**config.mk**
```make
export PLATFORM = sky130hd
export DESIGN_NAME = lfsr_bist_ctrl
export DESIGN_NICKNAME = d
export VERILOG_FILES = /design/src/rtl/lfsr_bist_ctrl.sv
export SDC_FILE = /design/constraint.sdc
export NUM_CORES = 1
export LEC_CHECK = 0
export BUFFER_PORTS_ARGS = -buffer_cell sky130_fd_sc_hd__clkbuf_2
export CAP_MARGIN = 20
export CORE_MARGIN = 4
export CORE_UTILIZATION = 40
export CTS_CLUSTER_SIZE = 20
export DETAILED_ROUTE_END_ITERATION = 10
export PLACE_DENSITY = 0.58
export REMOVE_ABC_BUFFERS = 1
export SLEW_MARGIN = 20
export SYNTH_ARGS = -nofsm -noshare
export SYNTH_HDL_FRONTEND = slang
export SYNTH_SLANG_ARGS = --single-unit
```
**constraint.sdc**
```tcl
create_clock -name clk -period 2.07 [get_ports clk]
set_input_delay 0.414 -clock clk [delete_from_list [all_inputs] [get_ports clk]]
set_output_delay 0.414 -clock clk [all_outputs]
set_load 0.005 [all_outputs]
```
**src/rtl/lfsr_bist_ctrl.sv**
```systemverilog
// BIST sequencer for a 4-bit feedback LFSR: serially loads a seed, runs the
// LFSR for run_len feedback cycles, captures the result and compares it with
// a golden signature. Drives the LFSR en/serial_in and observes its shift_reg.
module lfsr_bist_ctrl #(
  parameter int unsigned WIDTH = 4,
  parameter int unsigned CNT_W = 8
) (
  input  logic             clk,
  input  logic             rst_n,
  input  logic             start,
  input  logic             abort,
  input  logic [WIDTH-1:0] seed,
  input  logic [CNT_W-1:0] run_len,
  input  logic [WIDTH-1:0] expected,
  input  logic [WIDTH-1:0] lfsr_q,
  output logic             lfsr_en,
  output logic             lfsr_serial,
  output logic             busy,
  output logic             done,
  output logic             pass,
  output logic [WIDTH-1:0] signature,
  output logic             err_zero_seed
);

  localparam int unsigned LCNT_W = (WIDTH > 1) ? $clog2(WIDTH) : 1;

  localparam logic [1:0] S_IDLE  = 2'd0;
  localparam logic [1:0] S_LOAD  = 2'd1;
  localparam logic [1:0] S_RUN   = 2'd2;
  localparam logic [1:0] S_CHECK = 2'd3;

  logic [1:0]        state_q,    state_d;
  logic [WIDTH-1:0]  sh_q,       sh_d;
  logic [CNT_W-1:0]  run_len_q,  run_len_d;
  logic [WIDTH-1:0]  exp_q,      exp_d;
  logic [LCNT_W-1:0] load_cnt_q, load_cnt_d;
  logic [CNT_W-1:0]  run_cnt_q,  run_cnt_d;
  logic              en_d;
  logic              serial_d;
  logic              busy_d;
  logic              done_d;
  logic              pass_d;
  logic [WIDTH-1:0]  sig_d;
  logic              err_d;

  // State, latched operands, counters and all outputs registered together
  always_ff @(posedge clk or negedge rst_n) begin
    if (!rst_n) begin
      state_q       <= S_IDLE;
      sh_q          <= '0;
      run_len_q     <= '0;
      exp_q         <= '0;
      load_cnt_q    <= '0;
      run_cnt_q     <= '0;
      lfsr_en       <= 1'b0;
      lfsr_serial   <= 1'b0;
      busy          <= 1'b0;
      done          <= 1'b0;
      pass          <= 1'b0;
      signature     <= '0;
      err_zero_seed <= 1'b0;
    end else begin
      state_q       <= state_d;
      sh_q          <= sh_d;
      run_len_q     <= run_len_d;
      exp_q         <= exp_d;
      load_cnt_q    <= load_cnt_d;
      run_cnt_q     <= run_cnt_d;
      lfsr_en       <= en_d;
      lfsr_serial   <= serial_d;
      busy          <= busy_d;
      done          <= done_d;
      pass          <= pass_d;
      signature     <= sig_d;
      err_zero_seed <= err_d;
    end
  end

  // Next-state and next-output logic; outputs are the values for the coming cycle
  always_comb begin
    state_d    = state_q;
    sh_d       = sh_q;
    run_len_d  = run_len_q;
    exp_d      = exp_q;
    load_cnt_d = load_cnt_q;
    run_cnt_d  = run_cnt_q;
    en_d       = 1'b0;
    serial_d   = 1'b0;
    busy_d     = busy;
    done_d     = 1'b0;
    pass_d     = pass;
    sig_d      = signature;
    err_d      = err_zero_seed;

    if (abort) begin
      state_d    = S_IDLE;
      busy_d     = 1'b0;
      pass_d     = 1'b0;
      load_cnt_d = '0;
      run_cnt_d  = '0;
    end else begin
      case (state_q)
        S_IDLE: begin
          if (start) begin
            sh_d       = {seed[WIDTH-2:0], 1'b0};
            run_len_d  = run_len;
            exp_d      = expected;
            pass_d     = 1'b0;
            load_cnt_d = '0;
            if (seed == '0) begin
              // an all-zero LFSR never leaves zero: report instead of running
              err_d  = 1'b1;
              done_d = 1'b1;
            end else begin
              err_d    = 1'b0;
              state_d  = S_LOAD;
              busy_d   = 1'b1;
              serial_d = seed[WIDTH-1];
            end
          end
        end

        S_LOAD: begin
          if (load_cnt_q == LCNT_W'(WIDTH - 1)) begin
            if (run_len_q != '0) begin
              state_d   = S_RUN;
              run_cnt_d = run_len_q;
              en_d      = 1'b1;
            end else begin
              state_d = S_CHECK;
            end
          end else begin
            load_cnt_d = load_cnt_q + LCNT_W'(1);
            serial_d   = sh_q[WIDTH-1];
            sh_d       = {sh_q[WIDTH-2:0], 1'b0};
          end
        end

        S_RUN: begin
          if (run_cnt_q <= CNT_W'(1)) begin
            state_d   = S_CHECK;
            run_cnt_d = '0;
          end else begin
            run_cnt_d = run_cnt_q - CNT_W'(1);
            en_d      = 1'b1;
          end
        end

        S_CHECK: begin
          sig_d   = lfsr_q;
          pass_d  = (lfsr_q == exp_q);
          done_d  = 1'b1;
          busy_d  = 1'b0;
          state_d = S_IDLE;
        end

        default: begin
          state_d = S_IDLE;
          busy_d  = 1'b0;
        end
      endcase
    end
  end

endmodule

```
==> results of run 1 <==
## cell type report
cell class | instances | area (um^2)
multi-input combinational | 145 | 1020
inverter | 7 | 26.3
clock inverter | 2 | 15.0
timing repair buffer | 42 | 245
clock buffer | 6 | 72.6
tap | 67 | 83.8
fill | 469 | 2420
sequential | 37 | 926
## metal layers
metal  global-route usage  wire [um]  vias to the layer above
met5                    0          0                        -
met4               0.0567         57                        0
met3               0.0397        224                        4
met2                0.230       1920                       39
met1                0.214       2100                      744
li1                     -          -                      800
## registers in the layout, summed over array words and instances (netlist names)
signal,flops
busy,1
done,1
err_zero_seed,1
exp_q,4
lfsr_en,1
lfsr_serial,1
load_cnt_q,2
pass,1
run_cnt_q,8
run_len_q,8
sh_q,3
signature,4
state_q,2
## worst max-delay path: stages (launching register included)
cell      delay [ns]
dfrtp_1         0.40
or4_1           0.61
o211ai_2        0.25
o21a_4          0.22
a221oi_1        0.07
a211oi_1        0.24
## logic make-up after synthesis
group	after synthesis
AO/OA/AOI/OAI	53
XOR/XNOR	4
adder cells (fa/ha/maj)	8
buffers and inverters	16
flip-flops	37
multiplexers	21
AND/OR/NAND/NOR	59
## cells in the mapped netlist (5+ instances only)
cell      number  share of area
mux2_2        17          0.094
ha_1           8          0.049
a21oi_1       12          0.030
nor3_1         6          0.015
nand3_1        6          0.015
dfrtp_1       37           0.46
o21ai_0       12          0.030
a211oi_1       5          0.018
nand2_1       13          0.024
nor2_1        13          0.024
inv_1          7          0.013
clkbuf_1       6          0.011
## through the flow
stage | total power, mW | util | instances | setup WS [ns]
CTS | 2.94 | 0.496 | 306 | 0.175
floorplan | 2.02 | - | 189 | 0.186
global placement | 2.43 | 0.478 | 298 | 0.172
global route | 3.19 | 0.497 | 306 | 0.00506
finish | 2.92 | 0.497 | 306 | 0.189
detailed placement | 2.43 | 0.478 | 298 | 0.169
## worst paths after layout
| check | to | slack [ns] | depth (start not counted) |
|---|---|---|---|
| setup / recovery | run_cnt_q[0] | 0.19 | 5 |
| hold / removal | run_len_q[5] | 0.09 | 1 |
| setup reg to reg | run_cnt_q[0] | 0.19 | 5 |
| hold reg to reg | err_zero_seed | 0.49 | 2 |
| max in group asynchronous | state_q[0] | 1.51 | 2 |
| min in group clk | exp_q[3] | 0.35 | 2 |
## report_power, final
part           switching, mW  internal (mW)
logic                  0.648          0.602
registers              0.193          0.981
clock network          0.263          0.237
==> Implementation_results.wiki, run 1 <==
{| class="wikitable"
! Metric !! Value
|-
| Most common library cell in the layout ignoring fill and taps || dfrtp_1
|-
| Cells resized by post-CTS repair || 0
|-
| Number of failing hold endpoints at the final stage || 0
|-
| Via count of the first global-routing pass || 1584
|-
| Core Rows || 25
|-
| Clock tree from TritonCTS || built
|-
| Antenna diodes || 0
|-
| Area of the core || 4820 um^2
|-
| Postcts setup bufs || 0
|-
| Path category of the worst min-delay check || input port to asynchronous set/reset pin
|-
| Top-Level Pins || 34
|-
| Most used DFF post-synth || dfrtp_1
|-
| Sequential element share of the synthesized area || 0.456
|-
| Highest clock frequency the design can meet || 532 MHz
|-
| Source-to-sink clock delay at the later pin of the worst-skew pair || 0.29 ns
|-
| Time the final worst path needs with I/O delays and setup || 1.88 ns
|-
| Required time at the worst-slack endpoint || 2.26 ns
|-
| Initial DRC count || 80
|-
| Synth cell types || 45
|-
| # hold bufs at CTS || 0
|-
| Crit start category || flop
|-
| Number of clock sinks seen by CTS || 37
|-
| Peak ir drop on the vdd network || 591 uV
|-
| Clock input transition at the sequential cells of the worst setup and hold paths || 0.08 ns
|-
| Adder-Cell Fraction of Synth Area || 0.0493
|-
| Wire length reported by the detailed router || 4300 um
|-
| Max cap viols || 0
|-
| Die extent in y || 79.2 um
|-
| Maximum number of pins on one net before global-route repair || 21
|-
| CTS Buffer Depth || 2
|-
| Placed cell area || 2300 um^2
|-
| Leading cell types in the layout, fill and taps excluded || dfrtp_1 (37), clkbuf_2 (33), mux2_2 (17)
|-
| Count of flip-flops with a built-in enable after synthesis || 0
|-
| Weighted congestion at the end of routability-driven global placement || 0.875
|-
| Post-synthesis area per instance || 10.2 um^2
|-
| Pre-antenna DRT Iters || 4
|-
| Via count || 1587
|-
| Worst slew margin relative to its limit || 0.647
|-
| Buffer cell driving the clock tree root || clkbuf_8
|-
| Antenna Nets Post-Route || 0
|-
| Via-per-instance ratio || 5.19
|-
| WP data arrival || 2.07 ns
|-
| Final Net Count || 270
|-
| Main combinational cell family by area after synthesis || compound AO/OA/AOI/OAI gates
|-
| Floorplan die area || 6280 um^2
|-
| XOR/XNOR share of the synthesized area || 0.0173
|-
| Setup repair after global routing missed its margin || false
|-
| Flip-flop and latch count after synthesis || 37
|-
| Final-report setup violation count || 0
|-
| Compound-cell area share of the yosys netlist || 0.176
|-
| Final instance area || 2390 um^2
|-
| Final Cycle Share || 0.908
|-
| Mux contribution to synthesized area || 0.114
|-
| Post-route clock skew || 0.00564 ns
|-
| Number of antenna violations at the first check in global routing || 0
|-
| Combined area of all synthesized cells || 2030 um^2
|-
| DRC viols || 0
|-
| Average detailed-routed wire length per instance || 14.1 um
|-
| Global-route wire length before repair || 7510 um
|-
| Fraction of layout instances using a drive strength above 1 || 0.305
|-
| Total grt overflow || 0
|-
| Synth Area in Simple Gates || 0.147
|-
| Area growth, synth to finish || 17.9%
|-
| Number of buffers inserted by port buffering || 33
|-
| Post-Syn Instances || 198
|-
| Run status || complete, no violations
|-
| Launching point of the worst reg2reg path || run_len_q[2]
|-
| Leakage power total || 1.08 nW
|-
| Crit end category || flop
|-
| Max-slew violation count || 0
|-
| Setup total negative slack || 0 ns
|-
| Worst Max-Slew Pin Slew || 0.529 ns
|-
| DPL Wire Length || 3310 um
|-
| Initial Util || 0.421
|-
| Horizontal extent of the die || 79.2 um
|-
| Worst hold slack || 0.0917 ns
|-
| Yosys synthesis warning count || 0
|-
| # H-tree levels || 2
|-
| Cell Pwr Density || 1220 nW/um^2
|-
| Timing startpoint of the critical path || run_len_q[2]
|-
| Number of clock buffers inserted by TritonCTS || 5
|-
| Async SR Flop Fraction || 1.00
|-
| Max Fanout on Critical Path || 9
|-
| Global Route Usage Sum || 0.154
|-
| Category of the most critical setup path || flop to flop
|}
Power figures use the tool's default switching activity.
==> inputs of run 2 (changes only) <==
--- a/config.mk
+++ b/config.mk
@@ -13,6 +13,7 @@
 export DETAILED_ROUTE_END_ITERATION = 10
 export PLACE_DENSITY = 0.58
 export REMOVE_ABC_BUFFERS = 1
+export SKIP_LAST_GASP = 1
 export SLEW_MARGIN = 20
 export SYNTH_ARGS = -nofsm -noshare
 export SYNTH_HDL_FRONTEND = slang
==> constraint.sdc (replaced) <==
create_clock -name clk -period 1.9 [get_ports clk]
set_input_delay 0.38 -clock clk [delete_from_list [all_inputs] [get_ports clk]]
set_output_delay 0.38 -clock clk [all_outputs]
set_load 0.005 [all_outputs]
==> Implementation_results.wiki, run 2 (synthesis gave the netlist of run 1 again) <==
{| class="wikitable"
! Metric !! Value
|-
| Global-route wire length before repair || 7690 um (+2.4%)
|-
| Post-route clock skew || 0.00254 ns (-0.00310 ns)
|-
| Floorplan die area || 6280 um^2 (unchanged)
|-
| Via count of the first global-routing pass || 1645 (+3.9%)
|-
| Die extent in y || 79.2 um (unchanged)
|-
| Path category of the worst min-delay check || input port to asynchronous set/reset pin
|-
| Required time at the worst-slack endpoint || 2.09 ns (-0.17 ns)
|-
| CTS Buffer Depth || 2 (unchanged)
|-
| Crit end category || flop
|-
| Fill cells || 472 (+0.64%)
|-
| Final instance area || 2550 um^2 (+6.5%)
|-
| # hold bufs at CTS || 0 (unchanged)
|-
| Standard cell with the maximum stage delay on the critical path || or4_1
|-
| WP data arrival || 1.99 ns (-0.08 ns)
|-
| PnR worst setup slack || 0.107 ns (-0.0824 ns)
|-
| Time the final worst path needs with I/O delays and setup || 1.79 ns (-0.0876 ns)
|-
| Average detailed-routed wire length per instance || 13.9 um (-1.1%)
|-
| Maximum number of pins on one net before global-route repair || 38 (+81%)
|-
| Worst Max-Slew Pin Slew || 0.471 ns (-0.0583 ns)
|-
| Leakage power total || 1.17 nW (+8.7%)
|-
| Max Fanout on Critical Path || 9 (unchanged)
|-
| Via-per-instance ratio || 5.24 (+1.1%)
|-
| Horizontal extent of the die || 79.2 um (unchanged)
|-
| Highest clock frequency the design can meet || 558 MHz (+4.9%)
|-
| Final-report setup violation count || 0 (unchanged)
|-
| Largest stage delay on the critical path || 0.59 ns (-0.02 ns)
|-
| Clock input transition at the sequential cells of the worst setup and hold paths || 0.08 ns (about the same)
|-
| Number of antenna violations at the first check in global routing || 0 (unchanged)
|-
| Category of the most critical setup path || flop to flop
|-
| Max cap viols || 0 (unchanged)
|-
| Highest routed layer || met4
|-
| Leading cell types in the layout, fill and taps excluded || dfrtp_1 (37), clkbuf_2 (33), buf_4 (25)
|-
| Length of routed met3 wiring || 248 um (+11%)
|-
| Number of buffers inserted by port buffering || 33 (unchanged)
|-
| Clock tree from TritonCTS || built
|-
| Pre-antenna DRT Iters || 4 (unchanged)
|-
| Peak ir drop on the vdd network || 625 uV (+5.7%)
|-
| Via count || 1688 (+6.4%)
|-
| Cell chain of the critical path || or4_1, o211ai_2, o21a_4, a221oi_1, a211oi_1
|-
| Worst hold slack || 0.129 ns (+0.0372 ns)
|-
| Overall power of the completed layout || 3.52 mW (+20%)
|-
| # H-tree levels || 2 (unchanged)
|-
| Detailed route wirelength on metal2 || 1980 um (+3.5%)
|-
| Worst slew margin relative to its limit || 0.686 (+0.0389)
|-
| Cell Pwr Density || 1380 nW/um^2 (+13%)
|-
| DRC viols || 0 (unchanged)
|-
| Antenna Nets Post-Route || 0 (unchanged)
|-
| Worst path buffer plus inverter count || 0 (unchanged)
|-
| Number of failing hold endpoints at the final stage || 0 (unchanged)
|-
| Area growth, synth to finish || 25.6%
|-
| Top-Level Pins || 34 (unchanged)
|-
| Initial DRC count || 97 (+21%)
|-
| Number of clock sinks seen by CTS || 37 (unchanged)
|-
| DPL Wire Length || 3360 um (+1.5%)
|-
| Run status || complete, no violations
|-
| Buffer cell driving the clock tree root || clkbuf_8
|-
| Max-slew violation count || 0 (unchanged)
|-
| Routed metal-1 wire length || 2170 um (+3.2%)
|-
| Setup Slack @ Placement || 0.0619 ns (-0.107 ns)
|-
| Antenna diodes || 0 (unchanged)
|-
| Number of clock buffers inserted by TritonCTS || 5 (unchanged)
|-
| Crit path max-delay family || compound AO/OA/AOI/OAI gates
|-
| Wire length reported by the detailed router || 4480 um (+4.0%)
|-
| Most common library cell in the layout ignoring fill and taps || dfrtp_1
|-
| Placed cell area || 2390 um^2 (+3.7%)
|-
| Total grt overflow || 0 (unchanged)
|-
| Crit start category || flop
|-
| Fraction of layout instances using a drive strength above 1 || 0.369 (+0.0632)
|-
| Final Net Count || 286 (+5.9%)
|-
| Final Cycle Share || 0.944 (+0.0352)
|-
| Global Route Usage Sum || 0.156 (+0.00238)
|-
| Largest registers ranked by flip-flop count || run_cnt_q (8), run_len_q (8)
|-
| Initial Util || 0.421 (unchanged)
|-
| Area occupied by multi-input gates || 1040 um^2 (+1.5%)
|-
| Area of the core || 4820 um^2 (unchanged)
|-
| Sequential cell area in the final layout || 926 um^2 (unchanged)
|-
| Core Rows || 25 (unchanged)
|-
| Weighted congestion at the end of routability-driven global placement || 0.861 (-1.6%)
|-
| Source-to-sink clock delay at the later pin of the worst-skew pair || 0.29 ns (about the same)
|}
-- run 2: changes by cell type in the layout (fill, tap and decap cells not counted), sizes merged --
cell and change:
buf +16, bufinv +1, clkinvlp -1
-- run 2: area by class of cell --
class | instances | share of cell area
flip-flops and latches | 37 | 0.363
well taps | 67 | 0.0329
clock inverters | 2 | 0.0147
repair buffers | 58 | 0.138
multi-input cells | 145 | 0.408
clock buffers | 6 | 0.0324
inverters | 7 | 0.0103
-- run 2: power breakdown --
part | internal, mW | switching (mW) | total, mW
Sequential | 1.07 | 0.193 | 1.26
Combinational | 0.783 | 0.762 | 1.54
Clock | 0.427 | 0.289 | 0.715
-- run 2: final timing paths --
path / to / depth (start not counted) / slack (ns) / from
max: run_cnt_q[0] / 5 / 0.11 / run_len_q[2]
max reg2reg: run_cnt_q[0] / 5 / 0.11 / run_len_q[2]
min in group clk: run_len_q[3] / 2 / 0.32 / run_len[3]
min: run_cnt_q[1] / 2 / 0.13 / rst_n
max in group asynchronous: signature[1] / 2 / 1.44 / rst_n
min reg2reg: sh_q[1] / 2 / 0.48 / sh_q[1]
-- run 2: stage by stage --
step / TNS [ns] / utilization / instances
2_1_floorplan: 0 / - / 189
3_3_place_gp: 0 / 0.496 / 311
3_5_place_dp: 0 / 0.496 / 311
4_1_cts: 0 / 0.521 / 319
5_1_grt: -0.0136 / 0.529 / 322
6_report: 0 / 0.529 / 322
-- run 2: what timing repair did --
| action | CTS | global route |
|---|---|---|
| setup endpoints to repair | 0 | 25 |
| resized for setup | 0 | 6 |
| buffers inserted | 0 | 3 |
-- run 2: per-layer routing --
| metal | vias up | global-route usage |
|---|---|---|
| met3 | 6 | 0.0420 |
| met4 | 0 | 0.0619 |
| met5 | - | 0 |
| li1 | 834 | - |
| met1 | 798 | 0.218 |
| met2 | 50 | 0.228 |
